<file path="src/rtl/mem_arbiter.sv">
// Arbitrates one single-port memory between the instruction-fetch and data ports.
// Data wins by default; a consecutive-data-grant limit keeps instruction fetch moving.
module mem_arbiter #(
    parameter int RD_LAT   = 1,
    parameter int MAX_DWIN = 4
) (
    input  logic        clk_i,
    input  logic        rst_ni,
    input  logic        i_req_i,
    input  logic [31:0] i_addr_i,
    output logic [31:0] i_rdata_o,
    output logic        i_ack_o,
    input  logic        d_req_i,
    input  logic [31:0] d_addr_i,
    input  logic [31:0] d_wdata_i,
    input  logic [3:0]  d_we_i,
    output logic [31:0] d_rdata_o,
    output logic        d_ack_o,
    output logic        m_en_o,
    output logic [31:0] m_addr_o,
    output logic [31:0] m_wdata_o,
    output logic [3:0]  m_we_o,
    input  logic [31:0] m_rdata_i
);
    // state  | meaning
    // IDLE   | no access in flight, waiting for a request
    // ISSUE  | memory strobe driven from the grant latch
    // WAIT   | read latency countdown; m_rdata captured on the last cycle
    // RESP   | ack to the granted port; next grant may be taken here
    typedef enum logic [1:0] {S_IDLE, S_ISSUE, S_WAIT, S_RESP} state_t;

    localparam logic [2:0] LAT_LOAD = 3'(RD_LAT - 1);
    localparam logic [3:0] DWIN_MAX = 4'(MAX_DWIN);

    state_t      state_q, state_d;
    logic [2:0]  cnt_q, cnt_d;
    logic [3:0]  streak_q, streak_d;
    logic        gnt_d_q, gnt_d_d;
    logic [31:0] addr_q, addr_d;
    logic [31:0] wdata_q, wdata_d;
    logic [3:0]  we_q, we_d;
    logic [31:0] i_rdata_q, i_rdata_d;
    logic [31:0] d_rdata_q, d_rdata_d;
    logic        any_req;
    logic        pick_d;
    logic        take;

    assign any_req = i_req_i | d_req_i;
    // Data is chosen unless instruction fetch has waited through MAX_DWIN data grants.
    assign pick_d  = d_req_i & ~(i_req_i & (streak_q >= DWIN_MAX));

    always_comb begin
        state_d   = state_q;
        cnt_d     = cnt_q;
        streak_d  = streak_q;
        gnt_d_d   = gnt_d_q;
        addr_d    = addr_q;
        wdata_d   = wdata_q;
        we_d      = we_q;
        i_rdata_d = i_rdata_q;
        d_rdata_d = d_rdata_q;
        take      = 1'b0;
        m_en_o    = 1'b0;
        m_addr_o  = '0;
        m_wdata_o = '0;
        m_we_o    = '0;
        i_ack_o   = 1'b0;
        d_ack_o   = 1'b0;

        unique case (state_q)
            S_IDLE: begin
                take = any_req;
            end
            S_ISSUE: begin
                m_en_o    = 1'b1;
                m_addr_o  = addr_q;
                m_wdata_o = wdata_q;
                m_we_o    = we_q;
                cnt_d     = LAT_LOAD;
                state_d   = S_WAIT;
            end
            S_WAIT: begin
                if (cnt_q == 3'd0) begin
                    if (!gnt_d_q) begin
                        i_rdata_d = m_rdata_i;
                    end else if (we_q == 4'd0) begin
                        d_rdata_d = m_rdata_i;
                    end
                    state_d = S_RESP;
                end else begin
                    cnt_d = cnt_q - 3'd1;
                end
            end
            S_RESP: begin
                i_ack_o = ~gnt_d_q;
                d_ack_o = gnt_d_q;
                state_d = S_IDLE;
                take    = any_req;
            end
        endcase

        if (take) begin
            state_d = S_ISSUE;
            gnt_d_d = pick_d;
            addr_d  = pick_d ? d_addr_i : i_addr_i;
            wdata_d = pick_d ? d_wdata_i : 32'd0;
            we_d    = pick_d ? d_we_i : 4'd0;
            if (!pick_d) begin
                streak_d = 4'd0;
            end else if (streak_q != 4'd15) begin
                streak_d = streak_q + 4'd1;
            end
        end
    end

    always_ff @(posedge clk_i or negedge rst_ni) begin
        if (!rst_ni) begin
            state_q   <= S_IDLE;
            cnt_q     <= '0;
            streak_q  <= '0;
            gnt_d_q   <= 1'b0;
            addr_q    <= '0;
            wdata_q   <= '0;
            we_q      <= '0;
            i_rdata_q <= '0;
            d_rdata_q <= '0;
        end else begin
            state_q   <= state_d;
            cnt_q     <= cnt_d;
            streak_q  <= streak_d;
            gnt_d_q   <= gnt_d_d;
            addr_q    <= addr_d;
            wdata_q   <= wdata_d;
            we_q      <= we_d;
            i_rdata_q <= i_rdata_d;
            d_rdata_q <= d_rdata_d;
        end
    end

    assign i_rdata_o = i_rdata_q;
    assign d_rdata_o = d_rdata_q;

endmodule

</file>
<file path="config.mk">
export PLATFORM = sky130hd
export DESIGN_NAME = mem_arbiter
export DESIGN_NICKNAME = d
export VERILOG_FILES = /design/src/rtl/mem_arbiter.sv
export SDC_FILE = /design/constraint.sdc
export NUM_CORES = 1
export LEC_CHECK = 0
export CORE_MARGIN = 2
export CORE_UTILIZATION = 30
export DETAILED_ROUTE_END_ITERATION = 6
export GPL_TIMING_DRIVEN = 0
export HOLD_SLACK_MARGIN = 0.06
export PLACE_DENSITY_LB_ADDON = 0.15
export SKIP_LAST_GASP = 1
export SLEW_MARGIN = 30
export SYNTH_ARGS = -nofsm -noshare
export SYNTH_HDL_FRONTEND = slang
export SYNTH_SLANG_ARGS = --single-unit
</file>
<file path="constraint.sdc">
create_clock -name clk_i -period 1.95 [get_ports clk_i]
set_input_delay 0.39 -clock clk_i [delete_from_list [all_inputs] [get_ports clk_i]]
set_output_delay 0.39 -clock clk_i [all_outputs]
set_load 0.02 [all_outputs]
</file>
# == Word-level counts from Yosys, hierarchy flattened ==
# Cells that the tools add are included.
# word_totals
register_bits,142
in_bits,136
output_inout_bits,135
wordCells,52
# classes
n_addsub,2
n_lt_le_gt_ge,1
eq_ne,7
mux,17
n_bitwise,5
reduce_logical,11
# ops
operator,count
$mux W32,4
$mux W4,4
$pmux W2 S3,1
$pmux W3 S2,1
$reduce_and A2 Y1,3
$add A4 B1 Y4 const B,1
$eq A2 B2 Y1 const B,2
$ge A4 B3 Y1 const B,1
$logic_not A4 Y1,1
$mux W1,4
$mux W2,2
$ne A4 B4 Y1 const B,1
$reduce_and A4 Y1,1
$reduce_bool A4 Y1,1
$logic_not A3 Y1,1
$mux W3,1
$ne A3 B3 Y1 const B,1
$reduce_and A3 Y1,1
$sub A3 B1 Y3 const B,1
$and A1 B1 Y1,2
$eq A2 B1 Y1 const B,1
$logic_not A2 Y1,1
$ne A2 B1 Y1 const B,1
$ne A2 B2 Y1 const B,1
4 further kinds,5

# == Longest topological paths before layout ==
# depth
ltp_word,6
depth_mapped,8

# == Worst setup path after synthesis ==
# No wires, ideal clock.
# synth_path
path_type,reg-to-output
startpoint,register state_q[1]
endpoint,output port m_addr_o[11]
arrival_time_ps,1536
required_ps,1560
setup_slack_ps,24
path_stages_with_launch,6
n_path_buf,2
cell_sequence,dfrtp_1 inv_1 ha_1 clkbuf_1 clkbuf_1 and2_1
# synth_between
elab_chain_len,2
# synth_rtl
item,line,rtl
from (decl),35,"state_t state_q, state_d;"
from (signal assigned),128,state_q <= state_d;
$eq A2 B1 Y1,70,unique case (state_q)
$mux W32,70,
to (decl),20,"output logic [31:0] m_addr_o,"
# No other way between the ends.

# == Worst setup path in the final report ==
# layout_path
startpoint,register state_q[0]
endpoint,output port m_addr_o[11]
# The elaborated chain is that of the path after synthesis.

==> results.py <==
metrics = {
    "layout": {
        "syn_to_final_growth_pct": 62.2,
        "nNetsFinal": 988,
        "final_cell_area_sq_mm": 0.0107,
        "mostFrequentLayoutCells": "198 x clkdlybuf4s50_1, 141 x dfrtp_1, 64 x nand2_1",
        "n_fill_cell": 1932,
        "mostFrequentLayoutCell": "clkdlybuf4s50_1",
        "utilization_pct": 49.1,
        "seq_area_sq_mm": 0.00355,
        "multi_input_area_sq_mm": 0.00281,
        "drive_above_1_share_pct": 31.4,
    },
    "cts": {
        "clk_pin_slew_ns": 0.06,
        "htree_num_levels": 4,
        "cts.sinks": 142,
        "cts_tree": "done",
        "clock_path_buffers": 2,
        "cts-root-buf": "clkbuf_16",
        "insertion_delay_ns": 0.42,
        "cts-buffers-inserted": 17,
    },
    "flow_run": {
        "maxCapViolations": 0,
    },
    "global_routing": {
        "grt_overflow": 0,
        "grt_pass1_wl_mm": 32.5,
        "grt_max_degree": 74,
        "first_global_vias": 5886,
        "antenna_found_initial": 0,
        "grt_usage_pct": 17.5,
    },
    "timing": {
        "setup_viol": 64,
        "maxSlewViolCount": 0,
        "tns_ns": -6.05,
        "fin_ws_ns": -0.172,
        "finalHoldViolations": 0,
        "max_slew_margin_pct": 62.1,
        "finClkSkew_ns": 0.0116,
        "period_share_pct": 109,
        "tightest_slew_ns": 0.568,
        "rsz0062_at_grt": "true",
        "post-route-min-period_ns": 2.12,
        "clock.fmax_mhz": 471,
    },
    "synthesis": {
        "avgSynthCellArea_sq_um": 12.2,
        "netlist.area_leader.share_pct": 54.1,
        "ys_seq_elements": 142,
        "synth_cells": 538,
        "synth-seq-area-share_pct": 54.1,
        "synth_area_sq_mm": 0.00657,
        "yosys.area.top_type": "dfrtp_1",
        "yosys.cell_types.count": 39,
        "synth_warnings": 0,
        "yosys-top-cells-area": "dfrtp_1 54%, mux2_4 6.9%, and2_1 6.8%",
        "syn-num-nets": 682,
    },
    "worst_setup_path": {
        "rr_endpoint": "wdata_q[29]",
        "worst_r2r_path_depth": 6,
        "required_ns": 1.56,
        "r2r-start": "state_q[1]",
        "setup.reg_to_reg.worst_slack_ns": 0.13,
        "arrival_ns": 1.73,
        "end_kind": "output pin",
        "crit_type": "flop to output pin",
        "start_kind": "flop",
        "worstPathMaxFanout": 6,
    },
    "worst_hold_path": {
        "hp-class": "flop to flop",
        "worstHoldStart": "addr_q[1]",
        "whs_path_depth": 2,
        "min_to": "addr_q[1]",
    },
    "floorplan": {
        "dieArea_sq_mm": 0.0231,
        "io-pin-count": 271,
        "start_util_pct": 30.3,
        "die_y_um": 152,
        "coreArea_sq_mm": 0.0217,
        "fp-row-count": 54,
        "die_w_um": 152,
    },
    "drt": {
        "drt_first_iter_violations": 153,
        "drt-pass1-iter-count": 4,
        "drtAntennaViolNets": 0,
        "vias": 5424,
        "vias_per_cell": 4.77,
        "drt_wl_total_mm": 20.1,
        "post-route-drc-count": 0,
        "wl_per_cell_um": 17.7,
    },
    "placement": {
        "placed_cell_area_sq_mm": 0.00966,
        "place_hpwl_mm": 14.5,
        "portBuffers": 270,
        "place.gp.congestion": 0.816,
    },
    "pwr": {
        "power.density_mw_per_mm2": 1780,
        "leakagePower_uw": 0.00480,
        "peakVddDrop_v": 0.000596,
    },
    "outcome": {
        "status": "finished, violations left",
        "violations": "negative setup slack",
    },
}
## where the power goes
group | leakage [uW] | internal (uW) | total (uW) | switching, uW
registers | 0.00173 | 4360 | 5150 | 786
logic | 0.00278 | 5370 | 10400 | 5060
clock network | 0.000290 | 2050 | 3340 | 1280
## cells by family after synthesis
kind of cell,after synthesis,synth area share (%)
compound gates,87,11.4
fa+ha+maj,8,1.52
buf+inv,53,4.82
flops,142,54.1
mux,66,13.0
simple gates,182,15.2
## stage by stage
step	worst slack [ns]	cells	hold WS [ns]	power [uW]
2_1_floorplan	0.0237	538	0.0944	10600
3_3_place_gp	-5.32	1088	0.464	14400
3_5_place_dp	-1.12	1089	0.399	14600
4_1_cts	-0.189	1135	0.492	18900
5_1_grt	-0.236	1136	0.500	20100
6_report	-0.172	1137	0.486	18900
## worst max path at each step
stage / to / slack [ns] / cells past startpoint / from
4_1_cts: m_addr_o[30] / -0.19 / 7 / state_q[1]
5_1_grt: m_addr_o[14] / -0.24 / 6 / state_q[0]
3_3_place_gp: wdata_q[20] / -5.32 / 1 / rst_ni
3_5_place_dp: m_addr_o[30] / -1.12 / 6 / state_q[1]
6_report: m_addr_o[11] / -0.17 / 6 / state_q[0]
2_1_floorplan: m_addr_o[11] / 0.02 / 5 / state_q[1]
## registers in the layout (all words and copies together), names as in the netlist
register   cells
addr_q        32
cnt_q          3
d_rdata_o     32
gnt_d_q        1
i_rdata_o     32
state_q        2
streak_q       4
wdata_q       32
we_q           4
## cells in the mapped netlist
library cell  count
o21ai_4           1
o21ai_0           4
mux2_4           30
buf_6            14
mux2_1            7
mux2i_1           2
dfrtp_1         142
nor3_2            1
clkbuf_1         20
o221ai_1          1
a41oi_1           2
nand4b_4          1
a21boi_0          1
and2_1           71
a311o_1           1
nor2_1            2
and2_4            1
o21a_1            1
and3_1            1
o211ai_1         22
a21o_1            1
nand2_1          64
o22ai_1           1
nand4b_1          1
nand3_1           1
nor2b_1           1
or3_1             1
mux2_2           27
a311oi_1          1
buf_1             1
o21ai_2           1
o211ai_2         10
ha_1              8
nand2b_1          2
inv_1             8
buf_2            10
a21oi_1           3
a22o_1           37
nand4_1          35
## metal layers
metal / global-route usage, % / vias up / routed length, um
li1: - / 2526 / -
met1: 22.5 / 2659 / 8860
met2: 28.0 / 215 / 9480
met3: 5.85 / 24 / 1460
met4: 5.43 / 0 / 339
met5: 0 / - / 0
## worst max-delay path: stages, from the launching register on
cell	delay [ns]
dfrtp_1	0.42
ha_4	0.20
buf_12	0.13
clkbuf_16	0.15
clkbuf_16	0.15
and2_4	0.13
buf_6	0.12
## timing repair
item                                    CTS  global route
hold endpoints to repair                 72             0
endpoints found under the setup margin   96           159
hold buffers                              1             0
pin swaps                                 4             3
setup buffers                             9             3
resized for setup                       444            47
gates cloned                              5             0
## layout make-up
type | count | share of cell area (%)
antenna | 1 | 0.0235
buffer | 44 | 4.02
clock buffer | 19 | 4.16
clock inverter | 12 | 1.53
inverter | 8 | 0.282
multi-input combinational | 343 | 26.4
sequential | 142 | 33.4
tap | 280 | 3.29
timing repair buffer | 288 | 26.9
(Power assumes the default switching activity.)
